===== config.mk =====
export PLATFORM = sky130hd
export DESIGN_NAME = bram_load_ctrl_flat
export DESIGN_NICKNAME = d
export VERILOG_FILES = /design/src/rtl/img_pkg.sv /design/src/rtl/bram_load_ctrl_if.sv /design/src/rtl/rx_timeout.sv /design/src/rtl/bram_load_ctrl.sv /design/src/flat_wrapper.sv
export SDC_FILE = /design/constraint.sdc
export NUM_CORES = 1
export LEC_CHECK = 0
export BUFFER_PORTS_ARGS = -buffer_cell sky130_fd_sc_hd__clkbuf_2
export CAP_MARGIN = 20
export CORE_AREA = 2 2 93 86
export DETAILED_ROUTE_END_ITERATION = 7
export DIE_AREA = 0 0 95 88
export GPL_ROUTABILITY_DRIVEN = 0
export GPL_TIMING_DRIVEN = 0
export MAX_ROUTING_LAYER = met4
export PLACE_DENSITY = 0.71
export SLEW_MARGIN = 0
export SYNTH_ARGS = -nofsm -noshare
export SYNTH_HDL_FRONTEND = slang
export SYNTH_HIERARCHICAL = 1
export SYNTH_SLANG_ARGS = --single-unit

===== constraint.sdc =====
create_clock -name CLK100MHZ -period 2.3 [get_ports CLK100MHZ]
set_input_delay 0.575 -clock CLK100MHZ [delete_from_list [all_inputs] [get_ports CLK100MHZ]]
set_output_delay 0.575 -clock CLK100MHZ [all_outputs]
set_load 0.05 [all_outputs]

===== src/rtl/img_pkg.sv =====
// Shared definitions for the UART-to-BRAM image loader.
// Holds the default image geometry, the bus widths and the loader state type.
package img_pkg;
  localparam int DEF_IMG_W = 320;
  localparam int DEF_IMG_H = 240;
  localparam int ADDR_W    = 18;  // enough for 2^18 pixels
  localparam int PIX_W     = 24;  // {R,G,B}
  localparam int TO_W      = 20;  // idle counter width, covers 1_000_000

  typedef enum logic [1:0] {
    IDLE = 2'd0,
    LOAD = 2'd1,
    DONE = 2'd2
  } load_state_t;
endpackage


===== src/rtl/bram_load_ctrl_if.sv =====
// Byte-in / pixel-write bus of the image loader.
//   rx_ready, rx_data : UART byte strobe and byte
//   wea, line, wdata  : BRAM write enable, pixel address, packed pixel
//   busy, frame_done, timeout_err : status
// master = the loader, slave = the UART / BRAM side.
interface bram_load_ctrl_if;
  import img_pkg::*;

  logic              rx_ready;
  logic [7:0]        rx_data;
  logic              wea;
  logic [ADDR_W-1:0] line;
  logic [PIX_W-1:0]  wdata;
  logic              busy;
  logic              frame_done;
  logic              timeout_err;

  modport master (
    input  rx_ready, rx_data,
    output wea, line, wdata, busy, frame_done, timeout_err
  );
  modport slave (
    output rx_ready, rx_data,
    input  wea, line, wdata, busy, frame_done, timeout_err
  );
endinterface


===== src/rtl/rx_timeout.sv =====
// Idle-gap watchdog for the loader.
//   clk, rst : clock, synchronous active-high reset
//   clear    : a byte arrived this cycle, restart the count
//   enable   : count only while loading; held at 0 otherwise
//   expired  : this cycle is the LIMIT-th consecutive idle cycle
module rx_timeout
  import img_pkg::*;
#(
  parameter int unsigned LIMIT = 1_000_000
) (
  input  logic clk,
  input  logic rst,
  input  logic clear,
  input  logic enable,
  output logic expired
);
  logic [TO_W-1:0] count;

  // Fires on the cycle the count would reach LIMIT, so a byte in that
  // same cycle (clear) suppresses the abort.
  assign expired = enable && !clear && (count == TO_W'(LIMIT - 1));

  always_ff @(posedge clk) begin
    if (rst || !enable || clear || expired) count <= '0;
    else                                    count <= count + 1'b1;
  end
endmodule


===== src/rtl/bram_load_ctrl.sv =====
// Assembles UART bytes R,G,B into 24-bit pixels and writes them row-major
// into the frame-buffer BRAMs, one pixel per single-cycle wea pulse.
//   CLK100MHZ, rst : clock, synchronous active-high reset
//   bus (master)   : rx_ready/rx_data in; wea/line/wdata BRAM write port,
//                    busy, frame_done pulse, sticky timeout_err out
module bram_load_ctrl
  import img_pkg::*;
#(
  parameter int IMG_W          = DEF_IMG_W,
  parameter int IMG_H          = DEF_IMG_H,
  parameter int TIMEOUT_CYCLES = 1_000_000
) (
  input  logic             CLK100MHZ,
  input  logic             rst,
  bram_load_ctrl_if.master bus
);
  localparam logic [ADDR_W-1:0] LAST = ADDR_W'(IMG_W * IMG_H - 1);

  load_state_t       state;
  logic [1:0]        phase;
  logic [7:0]        r_byte, g_byte;
  logic              wea, busy, frame_done, timeout_err;
  logic [ADDR_W-1:0] line;
  logic [PIX_W-1:0]  wdata;
  logic              expired;

  rx_timeout #(.LIMIT(TIMEOUT_CYCLES)) u_timeout (
    .clk     (CLK100MHZ),
    .rst     (rst),
    .clear   (bus.rx_ready),
    .enable  (state == LOAD),
    .expired (expired)
  );

  always_ff @(posedge CLK100MHZ) begin
    if (rst) begin
      state       <= IDLE;
      phase       <= 2'd0;
      r_byte      <= '0;
      g_byte      <= '0;
      wea         <= 1'b0;
      line        <= '0;
      wdata       <= '0;
      busy        <= 1'b0;
      frame_done  <= 1'b0;
      timeout_err <= 1'b0;
    end else begin
      wea        <= 1'b0;
      frame_done <= 1'b0;

      // Byte capture is state independent: a byte landing in the write
      // cycle or in DONE simply starts the next pixel.
      if (bus.rx_ready) begin
        timeout_err <= 1'b0;
        unique case (phase)
          2'd0:    begin r_byte <= bus.rx_data; phase <= 2'd1; end
          2'd1:    begin g_byte <= bus.rx_data; phase <= 2'd2; end
          default: begin
            wdata <= {r_byte, g_byte, bus.rx_data};
            wea   <= 1'b1;
            phase <= 2'd0;
          end
        endcase
      end

      unique case (state)
        IDLE: if (bus.rx_ready) begin
          state <= LOAD;
          busy  <= 1'b1;
        end
        LOAD: begin
          if (expired) begin
            state       <= IDLE;
            busy        <= 1'b0;
            phase       <= 2'd0;
            line        <= '0;
            timeout_err <= 1'b1;
          end else if (wea) begin
            if (line == LAST) begin
              state      <= DONE;
              busy       <= 1'b0;
              frame_done <= 1'b1;
              line       <= '0;
            end else begin
              line <= line + 1'b1;
            end
          end
        end
        DONE: begin
          // A partial pixel can exist here if a byte arrived in the final
          // write cycle; keep loading rather than dropping it.
          if (bus.rx_ready || phase != 2'd0) begin
            state <= LOAD;
            busy  <= 1'b1;
          end else begin
            state <= IDLE;
            busy  <= 1'b0;
          end
        end
        default: begin
          state <= IDLE;
          busy  <= 1'b0;
        end
      endcase
    end
  end

  assign bus.wea         = wea;
  assign bus.line        = line;
  assign bus.wdata       = wdata;
  assign bus.busy        = busy;
  assign bus.frame_done  = frame_done;
  assign bus.timeout_err = timeout_err;
endmodule


===== src/flat_wrapper.sv =====
// flat-port wrapper written by rule: the top's interface ports become plain ports
module bram_load_ctrl_flat import img_pkg::*;
#(
  parameter int IMG_W          = DEF_IMG_W,
  parameter int IMG_H          = DEF_IMG_H,
  parameter int TIMEOUT_CYCLES = 1_000_000
)
  (CLK100MHZ, rst, bus_rx_ready, bus_rx_data, bus_wea, bus_line, bus_wdata, bus_busy, bus_frame_done, bus_timeout_err);
  bram_load_ctrl_if bus_i ();
  input  logic CLK100MHZ;
  input  logic rst;
  input wire logic [$bits(bus_i.rx_ready)-1:0] bus_rx_ready;
  input wire logic [$bits(bus_i.rx_data)-1:0] bus_rx_data;
  output wire logic [$bits(bus_i.wea)-1:0] bus_wea;
  output wire logic [$bits(bus_i.line)-1:0] bus_line;
  output wire logic [$bits(bus_i.wdata)-1:0] bus_wdata;
  output wire logic [$bits(bus_i.busy)-1:0] bus_busy;
  output wire logic [$bits(bus_i.frame_done)-1:0] bus_frame_done;
  output wire logic [$bits(bus_i.timeout_err)-1:0] bus_timeout_err;
  assign bus_i.rx_ready = bus_rx_ready;
  assign bus_i.rx_data = bus_rx_data;
  assign bus_wea = bus_i.wea;
  assign bus_line = bus_i.line;
  assign bus_wdata = bus_i.wdata;
  assign bus_busy = bus_i.busy;
  assign bus_frame_done = bus_i.frame_done;
  assign bus_timeout_err = bus_i.timeout_err;
  bram_load_ctrl #(.IMG_W(IMG_W), .IMG_H(IMG_H), .TIMEOUT_CYCLES(TIMEOUT_CYCLES)) u_core (.CLK100MHZ(CLK100MHZ), .rst(rst), .bus(bus_i));
endmodule

==> summary.md, run 1 <==
| Metric | Value |
|---|---|
| Status | finished with violations |
| Failing checks | negative setup slack |
| Antenna Cells | 0 |
| Total negative setup slack | -0.0699 ns |
| Worst slew margin | 0.451 |
| # H-tree levels | 3 |
| CTS tree | yes |
| Post-synthesis average cell area | between 8 and 9 um^2 |
| Initial antenna violation count | 0 |
| Final worst setup slack | -0.0272 ns |
| Number of synthesized flops with an enable pin | 0 |
| Net Count, Synth | 437 |
| R2r startpoint | u_core/state[1] |
| First-pass GRT wire length | roughly 13000 um |
| Largest net degree at the start of global routing | 17 |
| Final setup vio count | 4 |
| Post-synthesis cell type count | 54 |
| Area of the mapped netlist | approximately 3600 um^2 |
| Register Area | 1720 um^2 |
| Power Dens Cells | 643 nW/um^2 |
| Layout cell share with drive strength beyond 1 | 0.256 |
| DR vias | between 3k and 4k |
| Hpwl dp | ~5600 um |
| Clk sinks | 86 |
| Type of the tightest min-delay check | reg -> reg |
| Post-DRT Antenna Nets | 0 |
| Clock Pin Slew Worst Setup and Hold Paths | 0.09 ns |
| Non-Filler Instances | about 610 |
| Worst EP arrival | 2.58 ns |
| Starting density of the core | 0.487 |
| Synth async-reset ratio | 0 |
| Max frequency | between 400 and 500 MHz |
| Die Y | 88 um |
| Worst Path Max Fanout | 8 |
| Final core utilization | 0.613 |
| Crit start category | flop |
| Dpl cells | 576 |
| Post-route cell area | between 4000 and 5000 um^2 |
| Worst-margin pin slew | about 0.82 ns |
| Vias in the first global route | roughly 2.8k |
| CTS max path bufs | 2 |
| RSZ-0062 raised after global routing | true |
| Die W | 95 um |
| Avg WL per Cell | about 14 um |
| Static leakage | 1.72 nW |
| Fin crit share | 1.01 |
| Yosys warns | 6 |
| Post-synth top area share | 0.478 |
| Fin nets | a little over 500 |
| Synth top cells by count | dfxtp_1 (86), nand2_1 (79), nor2_1 (51) |
| # hold bufs at CTS | 0 |
| Max-capacitance violation count | 0 |
| Mapped Cells | 424 |
| Routed WL | about 8300 um |
| Full die area | roughly 8400 um^2 |
| Synthesized flop and latch total | 86 |
| Worst Path Required | around 2.6 ns |
| Final Hold Fails | 0 |
| Final clock skew | 0.00803 ns |
| Overflow after GRT | 0 |
| DRC | 0 |
| Setup slack, reg-to-reg | -0.03 ns |
| Seq/Total Area, Yosys | 0.478 |
| Skew-Pair Late Insertion Delay | 0.35 ns |
| Final Critical Period | roughly 2.3 ns |
| Post-synth top area cell | dfxtp_1 |
| GRT Util Overall | 0.208 |
| Ys flop type | dfxtp_1 |
| Top cells by area, synth | dfxtp_1 (48%), nand2_1 (8.2%), a21oi_1 (5.8%), xnor2_1 (5.4%), nor2_1 (5.3%) |
| IO Port Bufs | 56 |
| Top-count cell post-synth | dfxtp_1 |
| Crit Path Class | reg -> reg |
| Detailed router's first-iteration violation count | approximately 150 |
| Fill cell count | approximately 630 |
| Clock tree root driver cell | clkbuf_8 |
| Core area | 7390 um^2 |
| Crit. Startpoint | u_core/state[1] |
| Initial DRT Pass Iterations | 4 |
| Crit. End Element | flop |
| Layout area overhead | 25.8% |
| # rows | 30 |
| Multi-input gate area | between 1500 and 2000 um^2 |
| CTS buffer count | 9 |
| Post-DP Area | about 4000 um^2 |
| Maximum VDD drop | roughly 380 uV |
| # IOs | 57 |
| Max Slew Vio Count | 0 |
| Hold Startpoint | u_core/bus.wdata[19] |
| Vias per cell | between 5 and 6 |
-- logic make-up (layout without fill, tap and decap cells) --
family	after synthesis	in the layout	synth area share
compound gates	64	64	0.104
buf+inv	29	116	0.0386
flops	86	86	0.478
fa+ha+maj	2	2	0.00695
xor+xnor	27	27	0.0657
simple gates	208	208	0.285
mux	8	8	0.0222
-- through the flow --
step / total power [mW] / hold slack, ns / setup WS [ns]
floorplan: 1.68 / 0.429 / 0.00534
global placement: 1.73 / 0.436 / -0.299
detailed placement: 1.73 / 0.443 / -0.319
CTS: 2.94 / 0.460 / -0.110
global route: 3.02 / 0.473 / -0.107
finish: 2.91 / 0.455 / -0.0272
-- report_power, final --
| part | internal, mW | switching, mW |
|---|---|---|
| sequential | 1.51 | 0.0187 |
| clock | 0.627 | 0.563 |
| combinational | 0.0662 | 0.122 |
| total | 2.21 | 0.704 |
-- cells in the final DEF (no fill, tap or decap), drive strengths merged, types with 2 or more instances in the layout --
cell    synthesis  routed
bufinv          0       2
nor4bb          2       2
clkbuf         13      79
or4             3       3
nand2          79      79
dfxtp          86      86
o21ai           8       8
xor2            5       5
mux2i           8       8
inv            11      15
nor4           10      10
a21oi          43      43
xnor2          22      22
and2            4       4
ha              2       2
nand2b          2       2
a31oi           4       4
buf             5      19
or3             3       3
nand3          16      16
nor3           13      13
nor2           53      53
and3            4       4
a21o            3       3
nand4b          2       2
nand4           9       9
-- flip-flops by register name, summed over array words and instances, names as in the netlist --
| name | flops |
|---|---|
| u_core/bus.wdata | 24 |
| u_core/u_timeout/count | 20 |
| u_core/bus.line | 18 |
| u_core/g_byte | 8 |
| u_core/r_byte | 8 |
| u_core/phase | 2 |
| u_core/state | 2 |
| u_core/bus.busy | 1 |
| u_core/bus.frame_done | 1 |
| u_core/bus.timeout_err | 1 |
| u_core/bus.wea | 1 |
-- critical path: stages (launching register included) --
cell and delay [ns]:
dfxtp_2 0.33, nand2b_4 0.16, inv_8 0.05, or2b_4 0.26
nor3_2 0.14, nand4_1 0.14, nor3_2 0.16, buf_4 0.16
nor2_4 0.05, nand4b_4 0.28, nor3_1 0.29, xnor2_1 0.15
nor2_1 0.05
-- layer usage --
| metal | GRT usage | share of wire | vias up |
|---|---|---|---|
| met5 | - | 0 | - |
| met4 | 0.0606 | 0.0067 | 0 |
| met3 | 0.0542 | 0.040 | 5 |
| met2 | 0.304 | 0.46 | 68 |
| met1 | 0.283 | 0.49 | 1485 |
| li1 | - | - | 1611 |
-- area by class of cell --
cell class | count | area share
clock buffers | 9 | 0.0273
inverters | 11 | 0.0108
well taps | 96 | 0.0265
repair buffers | 72 | 0.0964
multi-input cells | 309 | 0.416
flip-flops and latches | 86 | 0.381
plain buffers | 17 | 0.0196
clock inverters | 7 | 0.0227
-- worst paths after layout --
check | end | cells past startpoint
max | u_core/bus.line[13] | 12
min reg2reg | u_core/bus.wdata[19] | 2
min | u_core/bus.wdata[19] | 2
max reg2reg | u_core/bus.line[13] | 12
-- what timing repair did --
action,CTS,global route
setup buffers,11,4
endpoints found under the hold margin,0,0
endpoints found under the setup margin,16,17
cloned,0,1
gates resized for setup,17,21
pin swaps,13,12
(Power assumes the default switching activity.)
==> run 2, diff against run 1 <==
Settings changed: MAX_ROUTING_LAYER met4 to default.
Clock period 2.3 ns to 2.1 ns, I/O delays scaled along.
==> summary.md, run 2 (synthesis gave the netlist of run 1 again) <==
| Metric | Value |
|---|---|
| Worst r2r path cells | 13 (+1) |
| Power Dens Cells | 659 nW/um^2 (+2.6%) |
| Failing checks | negative setup slack |
| Layout cell share with drive strength beyond 1 | 0.252 (-0.00441) |
| CP top delay family | simple AND/OR/NAND/NOR gates |
| Layout area overhead | 24.5% |
| Final Hold Fails | 0 (unchanged) |
| Avg WL per Cell | 14.1 um (+3.2%) |
| Worst slew margin | 0.397 (-0.0543) |
| Max-capacitance violation count | 0 (unchanged) |
| Crit. End Element | flop |
| Worst-margin pin slew | 0.898 ns (+0.0808 ns) |
| Worst path cell trace | nand2b_4, inv_8, or2b_4, nor3_2, nand4_1, nor3_2, buf_4, nor2_4, nand4b_4, buf_4, nor2_1, xnor2_1, nor2_1 |
| Met2 routed WL | 4000 um (+4.0%) |
| Max frequency | 443 MHz (+3.2%) |
| Clock tree root driver cell | clkbuf_8 |
| DRC | 0 (unchanged) |
| Full die area | 8360 um^2 (unchanged) |
| Non-Filler Instances | 608 (+0.16%) |
| Routed WL | 8590 um (+3.4%) |
| Hpwl dp | 5850 um (+4.7%) |
| Most frequent cells in the layout | dfxtp_1 (83), nand2_1 (79), clkbuf_2 (57), a21oi_1 (42), nor2_1 (42) |
| Worst flop-to-flop path endpoint | u_core/bus.line[5] |
| Crit start category | flop |
| Metal-1 WL | 4070 um (about the same) |
| Status | finished with violations |
| Top Registers | u_core/bus.wdata: 24 flops, u_core/u_timeout/count: 20 flops, u_core/bus.line: 18 flops |
| First-pass GRT wire length | 13200 um (about the same) |
| WHS Endpoint | u_core/r_byte[7] |
| Max Slew Vio Count | 0 (unchanged) |
| Vias in the first global route | 2823 (+1.8%) |
| Total negative setup slack | -1.99 ns (-1.92 ns) |
| Setup slack, reg-to-reg | -0.16 ns (-0.13 ns) |
| CP bufs+invs | 3 (+1) |
| Core area | 7390 um^2 (unchanged) |
| Fill cell count | 655 (+4.3%) |
| R2r startpoint | u_core/state[1] |
| Worst Path Max Fanout | 7 (-1) |
| Largest net degree at the start of global routing | 16 (-1) |
| CTS tree | yes |
| Dpl cells | 576 (unchanged) |
| Highest routed layer | met4 |
| Worst EP arrival | 2.50 ns (-0.08 ns) |
| DR vias | 3249 (+2.5%) |
| Skew-Pair Late Insertion Delay | 0.35 ns (about the same) |
| Final clock skew | 0.00766 ns (-0.000362 ns) |
| Initial DRT Pass Iterations | 5 (+1) |
| Maximum VDD drop | 400 uV (+4.7%) |
| Final worst setup slack | -0.155 ns (-0.128 ns) |
| Initial antenna violation count | 0 (unchanged) |
| Detailed router's first-iteration violation count | 147 (+1.4%) |
| # H-tree levels | 3 (unchanged) |
| Antenna Cells | 0 (unchanged) |
| # hold bufs at CTS | 0 (unchanged) |
| Crit Path Class | reg -> reg |
| Hold depth | 3 (+1) |
| Starting density of the core | 0.487 (unchanged) |
| Clk sinks | 86 (unchanged) |
| Fin crit share | 1.07 (+0.0621) |
| Max reg flops | 24 (unchanged) |
| Overflow after GRT | 0 (unchanged) |
| Post-DRT Antenna Nets | 0 (unchanged) |
| Die W | 95 um (unchanged) |
| Met3 WL | 467 um (+40%) |
| Top reg by flops | u_core/bus.wdata |
| RSZ-0062 raised after global routing | true |
| Die Y | 88 um (unchanged) |
| Hold Startpoint | bus_rx_data[7] |
| # IOs | 57 (unchanged) |
| Worst path slowest cell | dfxtp_2 |
| IO Port Bufs | 56 (unchanged) |
| Commonest non-fill, non-tap cell in the layout | dfxtp_1 |
| Clock Pin Slew Worst Setup and Hold Paths | 0.09 ns (about the same) |
| Type of the tightest min-delay check | in -> reg |
| Final setup vio count | 16 (+12) |
| Vias per cell | 5.34 (+2.4%) |
| Worst Path Required | 2.35 ns (-0.21 ns) |
| Crit path largest cell delay | 0.33 ns (about the same) |
| Static leakage | 1.73 nW (+0.16%) |
| GRT Util Overall | 0.200 (-0.00830) |
| # rows | 30 (unchanged) |
| CTS buffer count | 9 (unchanged) |
| CTS max path bufs | 2 (unchanged) |
| Final Critical Period | 2.26 ns (-0.0720 ns) |
| Fin nets | 520 (+0.19%) |
==> run 2: power breakdown <==
group | leakage [nW] | internal [mW] | switching [mW] | total [mW]
registers | 0.697 | 1.66 | 0.0214 | 1.68
clock network | 0.0966 | 0.469 | 0.603 | 1.07
logic | 0.934 | 0.0714 | 0.133 | 0.204
total | 1.73 | 2.20 | 0.757 | 2.95
==> run 2: what timing repair did <==
item / 4_1_cts / 5_1_grt
buffers inserted: 8 / 8
resized for setup: 6 / 24
pin swaps: 7 / 13
cloned: 0 / 1
endpoints found under the setup margin: 27 / 28
endpoints found under the hold margin: 0 / 0
==> run 2: worst min-delay path, stage by stage <==
cell and delay (ns):
clkbuf_2 0.11, nand2_1 0.06, a21oi_1 0.05
==> run 2: area by class of cell <==
cell class	count	area, um^2	area share
multi-input combinational	309	1870	0.418
sequential	86	1730	0.386
timing repair buffer	73	440	0.0983
clock buffer	10	138	0.0307
tap	96	120	0.0268
buffer	17	88.8	0.0198
inverter	11	48.8	0.0109
clock inverter	6	45.0	0.0101
==> run 2: worst max path at each step <==
stage,end,slack [ns],start,depth (start not counted)
2_1_floorplan,u_core/bus.line[15],-0.16,u_core/state[1],13
3_3_place_gp,u_core/bus.line[15],-0.40,bus_rx_ready,11
3_5_place_dp,u_core/bus.line[15],-0.43,u_core/state[1],13
4_1_cts,u_core/bus.line[15],-0.29,u_core/state[1],12
5_1_grt,u_core/bus.line[5],-0.27,u_core/state[1],13
6_report,u_core/bus.line[5],-0.16,u_core/state[1],13
==> run 2: per-stage QoR <==
step | setup WS (ns) | hold WS [ns] | area, um^2 | utilization | power [mW]
floorplan | -0.158 | 0.429 | 3640 | - | 1.85
global placement | -0.403 | 0.440 | 4040 | 0.546 | 1.90
detailed placement | -0.431 | 0.446 | 4040 | 0.546 | 1.90
CTS | -0.289 | 0.419 | 4290 | 0.581 | 2.97
global route | -0.273 | 0.432 | 4480 | 0.606 | 3.08
finish | -0.155 | 0.435 | 4480 | 0.606 | 2.95
==> run 2: routing by layer <==
layer / track usage / vias up
met3: 0.0516 / 6
li1: - / 1622
met5: 0 / -
met4: 0.0514 / 0
met2: 0.321 / 96
met1: 0.269 / 1525
==> run 3, diff against run 2 <==
Settings changed: ABC_AREA from default to 1, CORE_AREA 2 2 93 86 to 2 2 95 88, DIE_AREA 0 0 95 88 to 0 0 97 90, PLACE_DENSITY 0.71 to 0.72.
==> summary.md, run 3 <==
| Metric | Value |
|---|---|
| # IOs | 57 (unchanged) |
| Final Critical Period | 1.92 ns (-0.336 ns) |
| Top Registers | u_core/bus.wdata: 24 flops, u_core/u_timeout/count: 20 flops, u_core/bus.line: 18 flops |
| Clock tree root driver cell | clkbuf_8 |
| Number of synthesized flops with an enable pin | 0 (unchanged) |
| Ys flop type | dfxtp_1 |
| Post-synth top area cell | dfxtp_1 |
| Vias per cell | 5.03 (-5.9%) |
| Synth async-reset ratio | 0 (unchanged) |
| Yosys warns | 6 (unchanged) |
| Power Dens Cells | 722 nW/um^2 (+9.6%) |
| Top-count cell post-synth | nor2_1 |
| Detailed router's first-iteration violation count | 165 (+12%) |
| Largest net degree at the start of global routing | 17 (+1) |
| Post-DRT Antenna Nets | 0 (unchanged) |
| Type of the tightest min-delay check | in -> reg |
| Dpl cells | 681 (+18%) |
| Fin nets | 609 (+17%) |
| Post-synthesis cell type count | 34 (-37%) |
| Initial antenna violation count | 0 (unchanged) |
| Post-route cell area | 4500 um^2 (+0.31%) |
| Maximum VDD drop | 392 uV (-1.9%) |
| Most frequent cells in the layout | nor2_1 (110), nand2_1 (88), dfxtp_1 (86), clkbuf_2 (56), inv_1 (48) |
| Top reg by flops | u_core/bus.wdata |
| Fill cell count | 738 (+13%) |
| Max-capacitance violation count | 0 (unchanged) |
| Avg WL per Cell | 12.1 um (-14%) |
| Seq/Total Area, Yosys | 0.447 (-0.0314) |
| Worst EP arrival | 2.17 ns (-0.33 ns) |
| Commonest non-fill, non-tap cell in the layout | nor2_1 |
| Post-synthesis average cell area | 7.33 um^2 (-14%) |
| Max Slew Vio Count | 0 (unchanged) |
| Synth top cells by count | nor2_1 (110), nand2_1 (88), dfxtp_1 (86) |
| Fin crit share | 0.914 (-0.160) |
| Layout cell share with drive strength beyond 1 | 0.215 (-0.0373) |
| Final setup vio count | 0 (-16) |
| Mapped Cells | 526 (+24%) |
| # hold bufs at CTS | 0 (unchanged) |
| Initial DRT Pass Iterations | 5 (unchanged) |
| Area of the mapped netlist | 3850 um^2 (+7.0%) |
| Layout area overhead | 16.7% |
| RSZ-0062 raised after global routing | false |
| Die W | 97 um (+2.1%) |
| First-pass GRT wire length | 14700 um (+11%) |
| Die Y | 90 um (+2.3%) |
| Worst Path Required | 2.35 ns (about the same) |
| Clock Pin Slew Worst Setup and Hold Paths | 0.09 ns (about the same) |
| Top cells by area, synth | dfxtp_1 (45%), nor2_1 (11%), nand2_1 (8.6%), o21ai_0 (5.3%), inv_1 (4.8%) |
| Hpwl dp | 6370 um (+8.8%) |
| Post-synth top area share | 0.447 (-0.0314) |
| Skew-Pair Late Insertion Delay | 0.35 ns (about the same) |
| DRC | 0 (unchanged) |
| CTS buffer count | 9 (unchanged) |
| Starting density of the core | 0.494 (+0.00733) |
| CTS tree | yes |
| Status | complete, no violations |
| Static leakage | 1.78 nW (+2.9%) |
| CTS max path bufs | 2 (unchanged) |
| Clk sinks | 86 (unchanged) |
| Multi-input gate area | 1860 um^2 (-0.60%) |
| Crit. End Element | flop |
| Post-DP Area | 4260 um^2 (+5.5%) |
| Overflow after GRT | 0 (unchanged) |
| Total design power | 3.25 mW (+9.9%) |
| # rows | 31 (+3.3%) |
| Final Hold Fails | 0 (unchanged) |
| Total negative setup slack | 0 ns (+1.99 ns) |
| Crit Path Class | reg -> reg |
| Full die area | 8730 um^2 (+4.4%) |
| Synthesized flop and latch total | 86 (unchanged) |
| Worst Path Max Fanout | 6 (-1) |
| Routed WL | 8480 um (-1.3%) |
| Non-Filler Instances | 700 (+15%) |
| Hold_ws | 0.430 ns (-0.00487 ns) |
| DR vias | 3520 (+8.3%) |
| Max reg flops | 24 (unchanged) |
| Max frequency | 521 MHz (+17%) |
| Final clock skew | 0.00965 ns (+0.00199 ns) |
| IO Port Bufs | 56 (unchanged) |
| Crit start category | flop |
| Antenna Cells | 0 (unchanged) |
| Core area | 7800 um^2 (+5.4%) |
| Net Count, Synth | 539 (+23%) |
| Register Area | 1720 um^2 (-0.36%) |
| Worst slew margin | 0.701 (+0.304) |
| Vias in the first global route | 3286 (+16%) |
| Worst-margin pin slew | 0.448 ns (-0.450 ns) |
| # H-tree levels | 3 (unchanged) |
| GRT Util Overall | 0.198 (-0.00145) |
==> run 3: cell types whose count changed after synthesis, moves of 6 or more <==
cell and change:
nor2_2 +15, nor3_1 -6, clkbuf_1 -6, xnor2_1 -15, nand2_1 +9, nor4_1 -7
inv_1 +39, nand3_1 +13, nor2_1 +59, o21ai_0 +35, a21oi_1 -15, nor2_4 +7
mux2i_1 -8
==> run 3: final cells by class <==
class,count,area share
sequential,86,0.383
multi-input combinational,375,0.414
timing repair buffer,59,0.0674
clock buffer,10,0.0306
clock inverter,6,0.0167
buffer,14,0.0181
inverter,51,0.0426
tap,99,0.0276
==> run 3: where the power goes <==
group	internal [mW]	total, mW	leakage, nW	switching [mW]
sequential	1.68	1.71	0.697	0.0303
combinational	0.0859	0.303	0.973	0.217
clock	0.604	1.23	0.106	0.628
total	2.37	3.25	1.78	0.875
==> run 3: final timing paths <==
kind / cells past startpoint / slack, ns / endpoint / start
worst max-delay path: 12 / 0.18 / u_core/bus.line[16] / u_core/u_timeout/count[0]
worst min-delay path: 3 / 0.43 / u_core/g_byte[5] / bus_rx_data[5]
worst min register to register: 2 / 0.46 / u_core/g_byte[4] / u_core/g_byte[4]
worst max register to register: 12 / 0.18 / u_core/bus.line[16] / u_core/u_timeout/count[0]
==> run 3: logic make-up (layout without fill, tap and decap cells) <==
group / after synthesis / in the layout / synth area share
AND/OR/NAND/NOR: 285 / 285 / 0.343
adder cells (fa/ha/maj): 2 / 2 / 0.00649
flip-flops: 86 / 86 / 0.447
XOR/XNOR: 11 / 11 / 0.0250
AO/OA/AOI/OAI: 77 / 77 / 0.108
buffers and inverters: 65 / 140 / 0.0708
==> run 3: per-stage QoR <==
step / setup slack (ns) / utilization
after floorplan: 0.236 / -
after global placement: 0.0526 / 0.546
after detailed placement: 0.0184 / 0.546
after CTS: 0.0553 / 0.573
after global routing: 0.00348 / 0.577
final: 0.180 / 0.577
==> run 3: worst max-delay path: stages, from the launching register on <==
cell     delay, ns
dfxtp_1       0.38
ha_2          0.21
nand3_1       0.14
nor2_1        0.13
nand3_1       0.12
inv_2         0.12
o21ai_4       0.11
nor2_4        0.17
nand3_2       0.14
nor2_4        0.13
nand2_1       0.06
nand3_1       0.06
nor2_1        0.04
==> run 3: what timing repair did <==
item | in CTS | in global routing
setup endpoints to repair | 0 | 15
resized for setup | 0 | 2
setup buffers | 0 | 3
==> run 3: metal layers <==
metal,global-route usage,share of wire
met1,0.257,0.47
met2,0.330,0.46
met5,0,0
met3,0.0482,0.065
met4,0.0540,0.0035
